### src/rtl/uart_tx_frame_if.sv
// Producer-facing bundle for uart_tx_frame: enqueue handshake, queue status and serial line.
interface uart_tx_frame_if #(
    parameter int DATA_BITS  = 9,
    parameter int FIFO_DEPTH = 4
);
    logic                        send;
    logic [DATA_BITS-1:0]        data;
    logic                        ready;
    logic                        tx;
    logic                        busy;
    logic [$clog2(FIFO_DEPTH):0] count;

    modport master (output send, output data, input ready, input tx, input busy, input count);
    modport slave  (input send, input data, output ready, output tx, output busy, output count);
endinterface

### src/rtl/uart_tx_frame.sv
// Buffered UART transmitter: circular input queue feeding a framing FSM with
// configurable width, parity and stop bits; frames stream back-to-back.
module uart_tx_frame #(
    parameter int CLK_HZ     = 25_000_000,
    parameter int BAUD_RATE  = 9600,
    parameter int DATA_BITS  = 9,
    parameter int PARITY     = 0,
    parameter int STOP_BITS  = 1,
    parameter int FIFO_DEPTH = 4
) (
    input  logic           clock,
    input  logic           reset,
    uart_tx_frame_if.slave bus
);
    localparam int BIT_CYCLES = CLK_HZ / BAUD_RATE;
    localparam int BC_W       = (BIT_CYCLES >= 2) ? $clog2(BIT_CYCLES) : 1;
    localparam int PTR_W      = $clog2(FIFO_DEPTH);
    localparam int CNT_W      = PTR_W + 1;

    localparam logic [BC_W-1:0]  BC_LAST   = BC_W'(BIT_CYCLES - 1);
    localparam logic [3:0]       DATA_LAST = 4'(DATA_BITS - 1);
    localparam logic [3:0]       STOP_LAST = 4'(STOP_BITS - 1);
    localparam logic [CNT_W-1:0] CNT_FULL  = CNT_W'(FIFO_DEPTH);

    if (BIT_CYCLES < 2) begin : g_bad_baud
        $error("uart_tx_frame: CLK_HZ / BAUD_RATE must be at least 2");
    end
    if (DATA_BITS < 5 || DATA_BITS > 9) begin : g_bad_width
        $error("uart_tx_frame: DATA_BITS must be 5..9");
    end
    if (PARITY < 0 || PARITY > 2) begin : g_bad_parity
        $error("uart_tx_frame: PARITY must be 0, 1 or 2");
    end
    if (STOP_BITS < 1 || STOP_BITS > 2) begin : g_bad_stop
        $error("uart_tx_frame: STOP_BITS must be 1 or 2");
    end
    if (FIFO_DEPTH < 2 || (FIFO_DEPTH & (FIFO_DEPTH - 1)) != 0) begin : g_bad_depth
        $error("uart_tx_frame: FIFO_DEPTH must be a power of two >= 2");
    end

    typedef enum logic [2:0] {S_IDLE, S_START, S_DATA, S_PARITY, S_STOP} state_t;

    state_t               state_q, state_d;
    logic [BC_W-1:0]      bit_cnt_q, bit_cnt_d;
    logic [3:0]           idx_q, idx_d;
    logic [DATA_BITS-1:0] shift_q, shift_d;
    logic                 par_q, par_d;
    logic                 tx_q, tx_d;
    logic [PTR_W-1:0]     wr_ptr_q, wr_ptr_d, rd_ptr_q, rd_ptr_d;
    logic [CNT_W-1:0]     count_q, count_d;
    logic [DATA_BITS-1:0] mem_q [FIFO_DEPTH];
    logic [DATA_BITS-1:0] mem_d [FIFO_DEPTH];
    logic                 push, pop, bit_end;

    always_comb begin
        push      = bus.send && (count_q != CNT_FULL);
        pop       = 1'b0;
        bit_end   = (bit_cnt_q == BC_LAST);
        state_d   = state_q;
        bit_cnt_d = bit_cnt_q + BC_W'(1);
        idx_d     = idx_q;
        shift_d   = shift_q;
        par_d     = par_q;

        case (state_q)
            S_IDLE: begin
                bit_cnt_d = '0;
                if (count_q != '0) begin
                    pop     = 1'b1;
                    state_d = S_START;
                end
            end
            S_START: begin
                if (bit_end) begin
                    bit_cnt_d = '0;
                    state_d   = S_DATA;
                end
            end
            S_DATA: begin
                if (bit_end) begin
                    bit_cnt_d = '0;
                    shift_d   = shift_q >> 1;
                    if (idx_q == DATA_LAST) begin
                        idx_d   = '0;
                        state_d = (PARITY != 0) ? S_PARITY : S_STOP;
                    end else begin
                        idx_d = idx_q + 4'd1;
                    end
                end
            end
            S_PARITY: begin
                if (bit_end) begin
                    bit_cnt_d = '0;
                    state_d   = S_STOP;
                end
            end
            S_STOP: begin
                // idx counts stop bits here; the last one chains straight into the next frame
                if (bit_end) begin
                    bit_cnt_d = '0;
                    if (idx_q == STOP_LAST) begin
                        idx_d = '0;
                        if (count_q != '0) begin
                            pop     = 1'b1;
                            state_d = S_START;
                        end else begin
                            state_d = S_IDLE;
                        end
                    end else begin
                        idx_d = idx_q + 4'd1;
                    end
                end
            end
            default: state_d = S_IDLE;
        endcase

        if (pop) begin
            shift_d   = mem_q[rd_ptr_q];
            par_d     = (PARITY == 1) ? ~^mem_q[rd_ptr_q] : ^mem_q[rd_ptr_q];
            idx_d     = '0;
            bit_cnt_d = '0;
        end
    end

    always_comb begin
        case (state_q)
            S_START:  tx_d = 1'b0;
            S_DATA:   tx_d = shift_q[0];
            S_PARITY: tx_d = par_q;
            default:  tx_d = 1'b1;
        endcase
    end

    always_comb begin
        mem_d    = mem_q;
        wr_ptr_d = wr_ptr_q + PTR_W'(push);
        rd_ptr_d = rd_ptr_q + PTR_W'(pop);
        count_d  = count_q + CNT_W'(push) - CNT_W'(pop);
        if (push) mem_d[wr_ptr_q] = bus.data;
    end

    always_ff @(posedge clock) begin
        if (reset) begin
            state_q   <= S_IDLE;
            bit_cnt_q <= '0;
            idx_q     <= '0;
            shift_q   <= '0;
            par_q     <= 1'b0;
            tx_q      <= 1'b1;
            wr_ptr_q  <= '0;
            rd_ptr_q  <= '0;
            count_q   <= '0;
        end else begin
            state_q   <= state_d;
            bit_cnt_q <= bit_cnt_d;
            idx_q     <= idx_d;
            shift_q   <= shift_d;
            par_q     <= par_d;
            tx_q      <= tx_d;
            wr_ptr_q  <= wr_ptr_d;
            rd_ptr_q  <= rd_ptr_d;
            count_q   <= count_d;
        end
    end

    // Queue storage needs no reset: pointers and count define what is valid.
    always_ff @(posedge clock) begin
        mem_q <= mem_d;
    end

    assign bus.ready = (count_q != CNT_FULL);
    assign bus.busy  = (state_q != S_IDLE) || (count_q != '0);
    assign bus.count = count_q;
    assign bus.tx    = tx_q;
endmodule

### src/flat_wrapper.sv
// flat-port wrapper written by rule: the top's interface ports become plain ports
module uart_tx_frame_flat 
#(
    parameter int CLK_HZ     = 25_000_000,
    parameter int BAUD_RATE  = 9600,
    parameter int DATA_BITS  = 9,
    parameter int PARITY     = 0,
    parameter int STOP_BITS  = 1,
    parameter int FIFO_DEPTH = 4
)
  (clock, reset, bus_send, bus_data, bus_ready, bus_tx, bus_busy, bus_count);
  uart_tx_frame_if #(.DATA_BITS(DATA_BITS), .FIFO_DEPTH(FIFO_DEPTH)) bus_i ();
  input  logic clock;
  input  logic reset;
  input wire logic [$bits(bus_i.send)-1:0] bus_send;
  input wire logic [$bits(bus_i.data)-1:0] bus_data;
  output wire logic [$bits(bus_i.ready)-1:0] bus_ready;
  output wire logic [$bits(bus_i.tx)-1:0] bus_tx;
  output wire logic [$bits(bus_i.busy)-1:0] bus_busy;
  output wire logic [$bits(bus_i.count)-1:0] bus_count;
  assign bus_i.send = bus_send;
  assign bus_i.data = bus_data;
  assign bus_ready = bus_i.ready;
  assign bus_tx = bus_i.tx;
  assign bus_busy = bus_i.busy;
  assign bus_count = bus_i.count;
  uart_tx_frame #(.CLK_HZ(CLK_HZ), .BAUD_RATE(BAUD_RATE), .DATA_BITS(DATA_BITS), .PARITY(PARITY), .STOP_BITS(STOP_BITS), .FIFO_DEPTH(FIFO_DEPTH)) u_core (.clock(clock), .reset(reset), .bus(bus_i));
endmodule
### config.mk
export PLATFORM = sky130hd
export DESIGN_NAME = uart_tx_frame_flat
export DESIGN_NICKNAME = d
export VERILOG_FILES = /design/src/rtl/uart_tx_frame_if.sv /design/src/rtl/uart_tx_frame.sv /design/src/flat_wrapper.sv
export SDC_FILE = /design/constraint.sdc
export NUM_CORES = 1
export LEC_CHECK = 0
export CAP_MARGIN = 10
export CORE_UTILIZATION = 53
export CTS_CLUSTER_SIZE = 10
export DETAILED_ROUTE_END_ITERATION = 10
export GPL_TIMING_DRIVEN = 0
export PLACE_DENSITY = 0.75
export SLEW_MARGIN = 5
export SYNTH_ARGS = -nofsm -noshare
export SYNTH_HDL_FRONTEND = slang
export SYNTH_SLANG_ARGS = --single-unit
export TNS_END_PERCENT = 10
### constraint.sdc
create_clock -name clock -period 3.09 [get_ports clock]
set_input_delay 0.4635 -clock clock [delete_from_list [all_inputs] [get_ports clock]]
set_output_delay 0.4635 -clock clock [all_outputs]
set_load 0.05 [all_outputs]
# Yosys cells after proc, flatten, opt, wreduce, memory -nomap -nowiden

Cells that the tools add are included.

Flip-flop bits (word level): 73
Word-level logic and storage cells: 84
Input port bits: 12

Reductions and logical operators: 16
Equal/unequal tests: 14
Multiplexer cells: 30
Order comparisons: 3
Add/sub/neg operators: 6
Bitwise logic cells: 2

Operator list:

| cell                                                                   | number |
|---|---|
| 9-bit 2-to-1 mux                                                       | 6 |
| 36-bit bitwise mux                                                     | 1 |
| 12-bit one-hot mux with 2 select lines                                 | 1 |
| 3-bit 2-to-1 mux                                                       | 7 |
| 9-bit binary-select mux with 2-bit select                              | 1 |
| 9-bit demux with 2-bit select                                          | 1 |
| 4-bit 2-to-1 mux                                                       | 4 |
| 3-bit one-hot mux with 5 select lines                                  | 1 |
| 2-bit by 1-bit != test with 1-bit output (second input constant)       | 7 |
| 12-bit by 1-bit adder with 12-bit output (second input constant)       | 1 |
| 12-bit equality test (second input constant)                           | 1 |
| 12-bit 2-to-1 mux                                                      | 1 |
| 9-bit parity                                                           | 1 |
| 4-bit one-hot mux with 2 select lines                                  | 1 |
| 7-bit AND reduction                                                    | 1 |
| 3-bit by 2-bit equality test with 1-bit output (second input constant) | 2 |
| 3-bit greater-or-equal comparator (second input constant)              | 2 |
| 2-bit inverter with 3-bit output                                       | 2 |
| 2-bit nonzero test                                                     | 3 |
| 3-bit nonzero test                                                     | 2 |
| 2-bit by 1-bit adder with 2-bit output                                 | 2 |
| 4-bit by 1-bit adder with 4-bit output (second input constant)         | 1 |
| 4-bit equality test (second input constant)                            | 1 |
| 4-bit zero test                                                        | 1 |
| 16 further kinds                                                       | 20 |

# Depth between registers and ports, before layout

Depth after elaboration: 7
Depth in mapped cells: 14
Depth with buffers taken out: 12

# Least setup slack after synthesis

Ideal clock, no wire load.

Path kind: register to register
Start: reg u_core.idx_q[0]
End: reg u_core.count_q[2], in the netlist u_core.bus.count[2]
Stages on the path, launching flop included: 15
Setup time: 0.128 ns
Slack: 0.077 ns
Clock period less this slack: 3.013 ns
Arrival time: 2.886 ns
Path buffers: 2
Cells stage by stage: dfxtp_1 > inv_1 > ha_1 > or3b_2 > o41ai_2 > and2_1 > buf_4 > buf_6 > xor2_1 > ha_1 > inv_1 > fa_1 > xor2_1 > xnor2_1 > nor2_1

Cells in the longest elaborated chain, start to end: 5

Ends and longest elaborated chain:

| what                                        | line                 | RTL |
|---|---|---|
| start: declaration                          | uart_tx_frame.sv:45  | `logic [3:0] idx_q, idx_d;` |
| start signal: assignment                    | uart_tx_frame.sv:156 | `idx_q <= idx_d;` |
| 4-bit zero test                             | uart_tx_frame.sv:101 | `if (idx_q == STOP_LAST) begin` |
| 1-bit 2-to-1 mux                            | uart_tx_frame.sv:101 |  |
| 1-bit 2-to-1 mux                            | uart_tx_frame.sv:99  | `if (bit_end) begin` |
| 1-bit one-hot mux with 2 select lines       | uart_tx_frame.sv:65  | `case (state_q)` |
| 3-bit by 1-bit subtractor with 3-bit output | uart_tx_frame.sv:138 | `count_d = count_q + CNT_W'(push) - CNT_W'(pop);` |
| end signal: assignment                      | uart_tx_frame.sv:162 | `count_q <= count_d;` |
| end: declaration                            | uart_tx_frame.sv:50  | `logic [CNT_W-1:0] count_q, count_d;` |

No other way between the ends.
A chain may end at the register's enable or synchronous reset.

# Worst setup path in the final report

Same ends and word-level chain as after synthesis.

==> results.toml <==
[status]
status = "finished clean"

[clocking]
clk_pin_slew_ns = 0.08
clk_latency_ns = 0.35
cts-root-buf = "clkbuf_8"
clock_path_buffers = 2
hold_buffers = 0
numCtsBuffers = 9
cts_tree = "built"
cts.sinks = 73
htree_num_levels = 3

[detailed_routing]
dr.pass1.iters = 4
avgViaCountPerCell = 5.477
vias = 1988
wl_mm = 5.431
routedWlPerCell_um = 14.96
ant_nets = 0
drt_iter0_markers = 67
drc_errors = 0

[placed_design]
dpl.hpwl_mm = 3.671
io_buffers = 17
pre_cts_ws_ns = -0.1645
gp_congestion = 0.7879
place_area_mm2 = 0.003433

[power]
combPwrFrac = 0.386
p_switching_mw = 1.156
seq_power_share = 0.384
power.density_mw_per_mm2 = 895.9
cellLeakagePower_nw = 1.297
power.share.clock = 0.230
peakVddDrop_mv = 0.5342
swShare = 0.3506
internal_power_mw = 2.140

[yosys]
async_flop_share = 0
synth_commonest_cells = "dfxtp_1, edfxtp_1, nor2_1"
synth-edff-count = 36
yosysMostFrequentCell = "dfxtp_1"
avgSynthCellArea_um2 = 12.40
synth_top_area_frac = 0.3418
netlist_area_mm2 = 0.003163
synth_area_leader_cell = "edfxtp_1"
ys_top_cells_by_area = "edfxtp_1, dfxtp_1, mux4_2"
synth.distinct_cells = 46
synth_warnings = 0
syn-num-nets = 273
synth_seq_cells = 73
ys_seq_area_frac = 0.5759
ys.flop_type = "dfxtp_1"
syn_inst = 255

[cells_and_area]
antennaDiodeCount = 0
layout-drive-gt1-share = 0.1615
final_nets = 304
design_area_mm2 = 0.003679
fin_util = 0.6520
area_growth_pct = 16.30

[global_routing]
grt_pass1_wl_mm = 8.735
track_usage = 0.1918
grt_pass1_vias = 1875
grt_antenna_before_repair = 0
grt_max_degree = 15
grt-ovfl-total = 0

[die]
core-area_mm2 = 0.005642
die_w_um = 79.25
start_util = 0.5607
fp.dieH_um = 79.25
rows = 27
die_area_mm2 = 0.006281
num_io_pins = 18

[timing]
slew_viol_final = 0
clock.fmax_ghz = 0.3438
finalSetupViolCount = 0
fin_worst_skew_ns = 0.005591
fin_ws_ns = 0.1810
finalHoldViolCount = 0
max-slew-margin-rel = 0.3854
fin_crit_ns = 2.909
worst_hold_slack_ns = 0.4387
period_share = 0.9414
worst_pin_slew_ns = 0.9185

[worst_setup_path]
start_kind = "flip-flop"
slowest_delay_ns = 0.40
critical_path.cell_chain = "inv_1 > ha_1 > or3b_4 > o41ai_4 > and2_4 > buf_6 > xor2_2 > ha_1 > inv_1 > fa_1 > xor2_1 > xnor2_1 > nor2_1"
worst_ep_arrival_time_ns = 3.14
crit_fanout = 19
crit_type = "flip-flop to flip-flop"
required_ns = 3.32
cpMaxStageDelayCell = "or3b_4"
endpoint_kind = "flip-flop"

[min_path]
hold_class = "flip-flop to flip-flop"

[job]
drv_cap = 0
[registers in the layout (all words and copies together) (netlist names)]
register / flops
u_core.bit_cnt_q: 12
u_core.bus.count: 3
u_core.bus.tx: 1
u_core.idx_q: 4
u_core.mem_q: 36
u_core.par_q: 1
u_core.rd_ptr_q: 2
u_core.shift_q: 9
u_core.state_q: 3
u_core.wr_ptr_q: 2
[power by group through the flow]
stage / Sequential (mW) / Combinational (mW) / Clock (mW)
final: 1.26 / 1.27 / 0.759
after detailed placement: 1.28 / 1.27 / 0
after CTS: 1.26 / 1.28 / 0.775
after global placement: 1.28 / 1.23 / 0
after global routing: 1.28 / 1.38 / 0.818
after floorplan: 1.33 / 0.921 / 0
[layout by cell type, fill, tap and decap left out, types with 4 or more instances in the layout]
master and n:
dfxtp_1 36, edfxtp_1 36, nor2_1 24, nand2_1 23
a21oi_1 17, clkdlybuf4s50_1 17, xor2_1 12, xnor2_1 11
mux4_2 9, clkbuf_8 9, a22oi_1 8, inv_1 7
nand3_1 6, ha_1 5, clkbuf_1 4, nor3_1 4
nor2b_1 4, buf_4 4
[layer usage]
layer  vias to the layer above  part of all wire  GRT usage
met2                        53              0.50     0.3172
met4                         0             0.021    0.09636
met1                       941              0.43     0.2185
met3                        12             0.055    0.06897
li1                        982                 -          -
met5                         -                 0          0
[stage by stage]
| step | TNS [ns] | power [mW] | std cells |
|---|---|---|---|
| finish | 0 | 3.295 | 363 |
| global placement | -0.1134 | 2.506 | 344 |
| global route | -0.008010 | 3.481 | 363 |
| detailed placement | -0.1645 | 2.552 | 345 |
| CTS | 0 | 3.316 | 362 |
| floorplan | 0 | 2.253 | 255 |
[kinds of logic (layout without fill, tap and decap cells)]
family / count (synthesis) / in the layout / synth area share
simple gates: 88 / 88 / 0.1531
flops: 73 / 73 / 0.5760
compound gates: 34 / 34 / 0.07200
xor+xnor: 25 / 25 / 0.07357
buf+inv: 17 / 53 / 0.02571
mux: 11 / 11 / 0.07041
fa+ha+maj: 7 / 7 / 0.02927
[area by class of cell]
| class | count | area (um^2) |
|---|---|---|
| fill | 430 | 1963 |
| sequential | 73 | 1823 |
| multi-input combinational | 165 | 1291 |
| timing repair buffer | 21 | 197.7 |
| clock buffer | 10 | 127.6 |
| tap | 72 | 90.09 |
| clock inverter | 6 | 75.07 |
| buffer | 9 | 47.55 |
| inverter | 7 | 26.28 |
[final timing paths]
path                             from             endpoint  slack [ns]  cells past startpoint
setup reg to reg      u_core.idx_q[0]  u_core.bus.count[2]        0.18                     13
hold / removal    u_core.bit_cnt_q[0]  u_core.bit_cnt_q[0]        0.44                      1
hold reg to reg   u_core.bit_cnt_q[0]  u_core.bit_cnt_q[0]        0.44                      1
setup / recovery      u_core.idx_q[0]  u_core.bus.count[2]        0.18                     13
[what timing repair did]
item,4_1_cts,5_1_grt
buffers inserted,1,2
endpoints found under the setup margin,1,1
gates resized for setup,1,6
pin swaps,1,2
[critical path, delay by kind of cell, from the launching register on]
| kind | cells | cell delay [ns] |
|---|---|---|
| AND/OR/NAND/NOR | 3 | 0.66 |
| XOR/XNOR | 3 | 0.46 |
| AO/OA/AOI/OAI | 1 | 0.34 |
| buffers and inverters | 3 | 0.29 |
| adder cells (fa/ha/maj) | 3 | 0.69 |
| flip-flops | 1 | 0.35 |
(Power assumes the default switching activity.)
